===== config.mk =====
export PLATFORM = sky130hd
export DESIGN_NAME = fc_argmax_10
export DESIGN_NICKNAME = d
export VERILOG_FILES = /design/src/rtl/fc_argmax_10_pkg.sv /design/src/rtl/fc_argmax_10_score_gt.sv /design/src/rtl/fc_argmax_10.sv
export SDC_FILE = /design/constraint.sdc
export NUM_CORES = 1
export LEC_CHECK = 0
export ABC_AREA = 1
export BUFFER_PORTS_ARGS = -buffer_cell sky130_fd_sc_hd__buf_2
export CORE_MARGIN = 2
export CORE_UTILIZATION = 40
export CTS_BUF_LIST = sky130_fd_sc_hd__clkbuf_2 sky130_fd_sc_hd__clkbuf_4 sky130_fd_sc_hd__clkbuf_8
export CTS_CLUSTER_DIAMETER = 150
export DETAILED_ROUTE_END_ITERATION = 12
export GPL_ROUTABILITY_DRIVEN = 0
export GPL_TIMING_DRIVEN = 0
export PLACE_DENSITY = 0.59
export SLEW_MARGIN = 15
export SYNTH_ARGS = -nofsm -noshare
export SYNTH_HDL_FRONTEND = slang
export SYNTH_HIERARCHICAL = 1
export SYNTH_SLANG_ARGS = --single-unit

===== constraint.sdc =====
create_clock -name clk -period 16.3 [get_ports clk]
set_input_delay 0.815 -clock clk [delete_from_list [all_inputs] [get_ports clk]]
set_output_delay 0.815 -clock clk [all_outputs]
set_load 0.05 [all_outputs]

===== src/rtl/fc_argmax_10_pkg.sv =====
// Shared definitions for the 10-class argmax classifier.
//   NUM_CLASSES : number of class scores scanned per frame
//   IDX_WIDTH   : width of a class index (0..9)
//   state_t     : scan controller states
package fc_argmax_10_pkg;

    localparam int unsigned NUM_CLASSES = 10;
    localparam int unsigned IDX_WIDTH   = 4;

    typedef enum logic [1:0] {
        IDLE = 2'd0,
        SCAN = 2'd1,
        HOLD = 2'd2
    } state_t;

endpackage


===== src/rtl/fc_argmax_10_score_gt.sv =====
// score_gt: combinational "a strictly greater than b" for class scores.
// Parameters:
//   DATA_WIDTH : score width
//   ARITH_TYPE : 0 = two's-complement signed, 1 = IEEE-754 single (DATA_WIDTH = 32)
// Ports:
//   a, b   : scores to compare
//   a_gt_b : 1 when a > b; in float mode +0 == -0 and any NaN gives 0
module score_gt #(
    parameter int DATA_WIDTH = 32,
    parameter int ARITH_TYPE = 0
) (
    input  logic [DATA_WIDTH-1:0] a,
    input  logic [DATA_WIDTH-1:0] b,
    output logic                  a_gt_b
);

    if (ARITH_TYPE == 1) begin : g_float
        logic        a_nan;
        logic        b_nan;
        logic        both_zero;
        logic [31:0] key_a;
        logic [31:0] key_b;

        assign a_nan     = (&a[30:23]) && (|a[22:0]);
        assign b_nan     = (&b[30:23]) && (|b[22:0]);
        assign both_zero = ~(|a[30:0]) && ~(|b[30:0]);

        // Map sign-magnitude onto an unsigned-monotonic key: negatives are
        // inverted, positives get the top bit set. Only +0/-0 disagree with
        // float ordering, and that case is caught by both_zero.
        assign key_a = a[31] ? ~a : {1'b1, a[30:0]};
        assign key_b = b[31] ? ~b : {1'b1, b[30:0]};

        assign a_gt_b = ~a_nan && ~b_nan && ~both_zero && (key_a > key_b);
    end else begin : g_signed
        assign a_gt_b = $signed(a) > $signed(b);
    end

endmodule


===== src/rtl/fc_argmax_10.sv =====
// fc_argmax_10: picks the index of the largest of ten class scores.
// A start pulse in IDLE captures Data_in_1..Data_in_10 into a local bank, then one
// score is compared per cycle; the result is held until class_valid && class_ready.
// Parameters:
//   DATA_WIDTH : score width
//   ARITH_TYPE : 0 = signed fixed point, 1 = IEEE-754 single (DATA_WIDTH = 32)
// Ports:
//   clk, reset            : clock, synchronous active-high reset
//   start                 : one-cycle frame start, scores valid in that cycle
//   Data_in_1..Data_in_10 : class scores 0..9
//   busy                  : scan in progress
//   class_valid           : result available
//   class_ready           : consumer accepts the result
//   class_score           : winning score (only with macro ARGMAX_SCORE_OUT_EN)
//   class_idx             : winning class 0..9
module fc_argmax_10
    import fc_argmax_10_pkg::*;
#(
    parameter int DATA_WIDTH = 32,
    parameter int ARITH_TYPE = 0
) (
    input  logic                  clk,
    input  logic                  reset,
    input  logic                  start,
    input  logic [DATA_WIDTH-1:0] Data_in_1,
    input  logic [DATA_WIDTH-1:0] Data_in_2,
    input  logic [DATA_WIDTH-1:0] Data_in_3,
    input  logic [DATA_WIDTH-1:0] Data_in_4,
    input  logic [DATA_WIDTH-1:0] Data_in_5,
    input  logic [DATA_WIDTH-1:0] Data_in_6,
    input  logic [DATA_WIDTH-1:0] Data_in_7,
    input  logic [DATA_WIDTH-1:0] Data_in_8,
    input  logic [DATA_WIDTH-1:0] Data_in_9,
    input  logic [DATA_WIDTH-1:0] Data_in_10,
    output logic                  busy,
    output logic                  class_valid,
    input  logic                  class_ready,
`ifdef ARGMAX_SCORE_OUT_EN
    output logic [DATA_WIDTH-1:0] class_score,
`endif
    output logic [IDX_WIDTH-1:0]  class_idx
);

    state_t                 state_q, state_d;
    logic [IDX_WIDTH-1:0]   cnt_q, cnt_d;
    logic [IDX_WIDTH-1:0]   idx_q, idx_d;
    logic [DATA_WIDTH-1:0]  cand_q, cand_d;
    logic [DATA_WIDTH-1:0]  bank_q [NUM_CLASSES];
    logic [DATA_WIDTH-1:0]  din    [NUM_CLASSES];
    logic [DATA_WIDTH-1:0]  cur_score;
    logic                   load_bank;
    logic                   cur_gt;

    assign din[0] = Data_in_1;
    assign din[1] = Data_in_2;
    assign din[2] = Data_in_3;
    assign din[3] = Data_in_4;
    assign din[4] = Data_in_5;
    assign din[5] = Data_in_6;
    assign din[6] = Data_in_7;
    assign din[7] = Data_in_8;
    assign din[8] = Data_in_9;
    assign din[9] = Data_in_10;

    assign cur_score = bank_q[cnt_q];

    score_gt #(
        .DATA_WIDTH (DATA_WIDTH),
        .ARITH_TYPE (ARITH_TYPE)
    ) u_score_gt (
        .a      (cur_score),
        .b      (cand_q),
        .a_gt_b (cur_gt)
    );

    always_comb begin
        state_d   = state_q;
        cnt_d     = cnt_q;
        idx_d     = idx_q;
        cand_d    = cand_q;
        load_bank = 1'b0;
        unique case (state_q)
            IDLE: begin
                if (start) begin
                    load_bank = 1'b1;
                    cand_d    = Data_in_1;
                    idx_d     = '0;
                    cnt_d     = IDX_WIDTH'(1);
                    state_d   = SCAN;
                end
            end
            SCAN: begin
                // Strict compare keeps the lowest index on ties.
                if (cur_gt) begin
                    cand_d = cur_score;
                    idx_d  = cnt_q;
                end
                if (cnt_q == IDX_WIDTH'(NUM_CLASSES - 1)) begin
                    cnt_d   = '0;
                    state_d = HOLD;
                end else begin
                    cnt_d = cnt_q + IDX_WIDTH'(1);
                end
            end
            HOLD: begin
                if (class_ready) begin
                    state_d = IDLE;
                end
            end
            default: state_d = IDLE;
        endcase
    end

    always_ff @(posedge clk) begin
        if (reset) begin
            state_q <= IDLE;
            cnt_q   <= '0;
            idx_q   <= '0;
            cand_q  <= '0;
        end else begin
            state_q <= state_d;
            cnt_q   <= cnt_d;
            idx_q   <= idx_d;
            cand_q  <= cand_d;
        end
    end

    // Bank contents are only meaningful after a start, so it needs no reset.
    always_ff @(posedge clk) begin
        if (!reset && load_bank) begin
            for (int i = 0; i < NUM_CLASSES; i++) begin
                bank_q[i] <= din[i];
            end
        end
    end

    assign busy        = (state_q == SCAN);
    assign class_valid = (state_q == HOLD);
    assign class_idx   = idx_q;
`ifdef ARGMAX_SCORE_OUT_EN
    assign class_score = cand_q;
`endif

endmodule


==> impl_results.md <==
* Storage cell area at 0.0105 mm2
* Max clock buf depth at 3
* Endpoints failing setup at 0
* RSZ-0062 raised after global routing: false
* Clk Latency, worst-skew pair at 0.63 ns
* CP Launch Type: flop
* Global-route wire length before repair at 73700 um
* Max Cap Viol at 0
* # clock sinks at 366
* Outcome: finished clean
* Pwr dens at 112 mW/mm2
* Crit path max fanout at 10
* Core area at 0.0407 mm2
* Final hold violation count at 0
* Maximum vdd drop at 0.0000602 V
* H-tree depth at 3
* Worst Reg-to-Reg Cells at 24
* Vias per inst at 4.75
* Syn Inst Count at 1696
* Final min period at 4.33 ns
* Dpl ws at 12.03 ns
* Total power at 2.29 mW
* Highest Clock Rate at 231 MHz
* Routed len/inst at 18.6 um
* Layout cell share with drive strength beyond 1 at 24.0%
* Die H at 207 um
* Post-Syn Area at 0.0164 mm2
* Cell row count at 74
* Leak pwr at 9.49 nW
* Relative slew margins at 49.9%
* Hold-fix buffers, CTS at 0
* Critical Path Sink Type: flop
* Period utilisation layout at 26.6%
* Clock transition at the registers of the reported paths at 0.06 ns
* Post-Synth XOR/XNOR Area at 0%
* Syn avg cell area at 9.69 um2
* R2r setup slk at 11.97 ns
* DRT Pass-1 Iters at 6
* P&R area growth vs syn at 24.2%
* Commonest cells after routing, fill and taps aside: nand2_1, buf_2, edfxtp_1
* Net Count, Synth at 2054
* Commonest non-fill, non-tap cell in the layout: nand2_1
* Synth Area in Simple Gates at 20.2%
* Fillers at 3826
* Hold Path Class: in -> reg
* Reg2reg end: cand_q[25]$_SDFFE_PP0P_
* Final hold slack at 0.355 ns
* Complex-gate fraction of the synthesized area at 3.78%
* CTS Buf Count at 69
* IO Count at 330
* Total number of vias at 12847
* Largest net degree at the start of global routing at 34
* Adder-cell area share of the yosys netlist at 2.59%
* TritonCTS clock tree: built
* Post-DP HPWL at 37700 um
* Setup CP Type: reg -> reg
* Gr usage total at 23.6%
* Initial DRC count at 967
* Die width at 207 um
* Root buffer cell: clkbuf_8
* DRT Wirelength at 50200 um
* Number of global-route vias before repair at 12779
* Final ANT Viol Nets at 0
* DRC violations left at 0
* Synth Warn # at 6
* Clock skew at 0.0444 ns
* Arrival @ worst endpoint at 4.86 ns
* Critical path required time at 16.83 ns
* Area occupied by multi-input gates at 0.00438 mm2
* Starting Density at 40.4%
* Post-route setup slack at 11.97 ns
* Port bufs at 328
* Slew Viols, Final at 0
* Postcts setup bufs at 0
* Worst-margin pin slew at 0.751 ns
* Sequential share of the synthesized area at 64.1%
* Fin nets at 2466
* Initial antenna violation count at 13
* # resized after CTS at 0
* Post-synthesis mux area share at 0%
* Main combinational cell family by area after synthesis: simple AND/OR/NAND/NOR gates
* Crit path capture: cand_q[25]$_SDFFE_PP0P_
* Cell variety after synth at 26
* Number of synthesized register bits at 366
* Total die area at 0.0427 mm2
* Overflow after GRT at 0
==> how the worst min path moves through the flow <==
stage	startpoint	endpoint	slack, ns	depth (start not counted)
floorplan	cnt_q[3]$_SDFFE_PP0P_	flop	0.50	2
global placement	class_idx[2]$_SDFFE_PP0P_	class_idx[2]$_SDFFE_PP0P_	0.48	2
detailed placement	class_idx[0]$_SDFFE_PP0P_	class_idx[0]$_SDFFE_PP0P_	0.49	2
CTS	Data_in_7[6]	bank_q[6][6]$_DFFE_PP_	0.31	1
global route	Data_in_4[1]	bank_q[3][1]$_DFFE_PP_	0.32	1
finish	Data_in_2[5]	bank_q[1][5]$_DFFE_PP_	0.35	1
==> cell usage after synthesis (all sizes together) <==
cell | instances | area (um2)
a211oi | 1 | 7.51
a21o | 2 | 15.0
a21oi | 51 | 255
a31o | 1 | 8.76
buf | 55 | 355
clkbuf | 23 | 86.3
clkinv | 1 | 3.75
dfxtp | 46 | 921
edfxtp | 320 | 9610
ha | 34 | 425
inv | 291 | 1090
nand2 | 508 | 1920
nand3 | 206 | 1030
nand4 | 4 | 31.3
nor2 | 85 | 337
o21ai | 67 | 335
or2 | 1 | 6.26
==> cell families after synthesis <==
family                     count (synthesis)
and+or+nand+nor                          804
buffers and inverters                    370
AOI/OAI and AO/OA                        122
DFF                                      366
adders and majority gates                 34
==> layout make-up <==
| cell class | count | share of cell area, % |
|---|---|---|
| Antenna cell | 12 | 0.147 |
| Buffer | 78 | 2.16 |
| Clock buffer | 91 | 5.55 |
| Clock inverter | 32 | 1.01 |
| Inverter | 292 | 5.38 |
| Multi-Input combinational cell | 960 | 21.4 |
| Sequential cell | 366 | 51.6 |
| Tap cell | 532 | 3.26 |
| Timing Repair Buffer | 341 | 9.46 |
==> flip-flops by register name, indices dropped and copies added, names as in the netlist, named ones only <==
name,count
cnt_q,4
cand_q,32
class_idx,4
state_q,2
bank_q,320
==> metrics by stage <==
stage | utilization (%) | area, um2 | setup TNS, ns | cells
global route | 50.1 | 20400 | 0 | 2698
global placement | 46.0 | 18700 | -1587.96 | 2556
detailed placement | 46.7 | 19000 | 0 | 2569
finish | 50.1 | 20400 | 0 | 2704
floorplan | - | 16400 | 0 | 1696
CTS | 50.0 | 20400 | 0 | 2692
==> power by group <==
group | switching, mW | leakage, nW | internal (mW) | total (mW)
sequential | 0.0153 | 3.35 | 1.07 | 1.09
combinational | 0.203 | 5.44 | 0.115 | 0.318
clock | 0.399 | 0.701 | 0.485 | 0.885
total | 0.617 | 9.49 | 1.68 | 2.29
==> layer usage <==
layer  global-route usage [%]  vias up  wire, um
met5                        0        -        43
met4                     9.22        6      1180
met3                     5.37       66      3770
met2                     39.1      482     23800
met1                     30.2     5967     21500
li1                         -     6326         -
==> worst max-delay path, cell delays in order, from the launching register on <==
cell and delay (ns):
dfxtp_1 0.32, buf_6 0.17, buf_6 0.21, buf_2 0.34, nand2_1 0.10, nand3_1 0.09, nand3_1 0.14, nand3_1 0.20
nand2_1 0.12, ha_1 0.30, nand2_1 0.07, inv_1 0.05, nand2_1 0.05, nor2_1 0.21, nand2_2 0.11, nor2_4 0.10
nand2_2 0.06, nand4_1 0.09, nand2_1 0.07, nor2_2 0.25, nand2_1 0.19, nand2_2 0.27, clkbuf_1 0.42, o21ai_0 0.18
a21oi_1 0.15
Power figures use the tool's default switching activity.
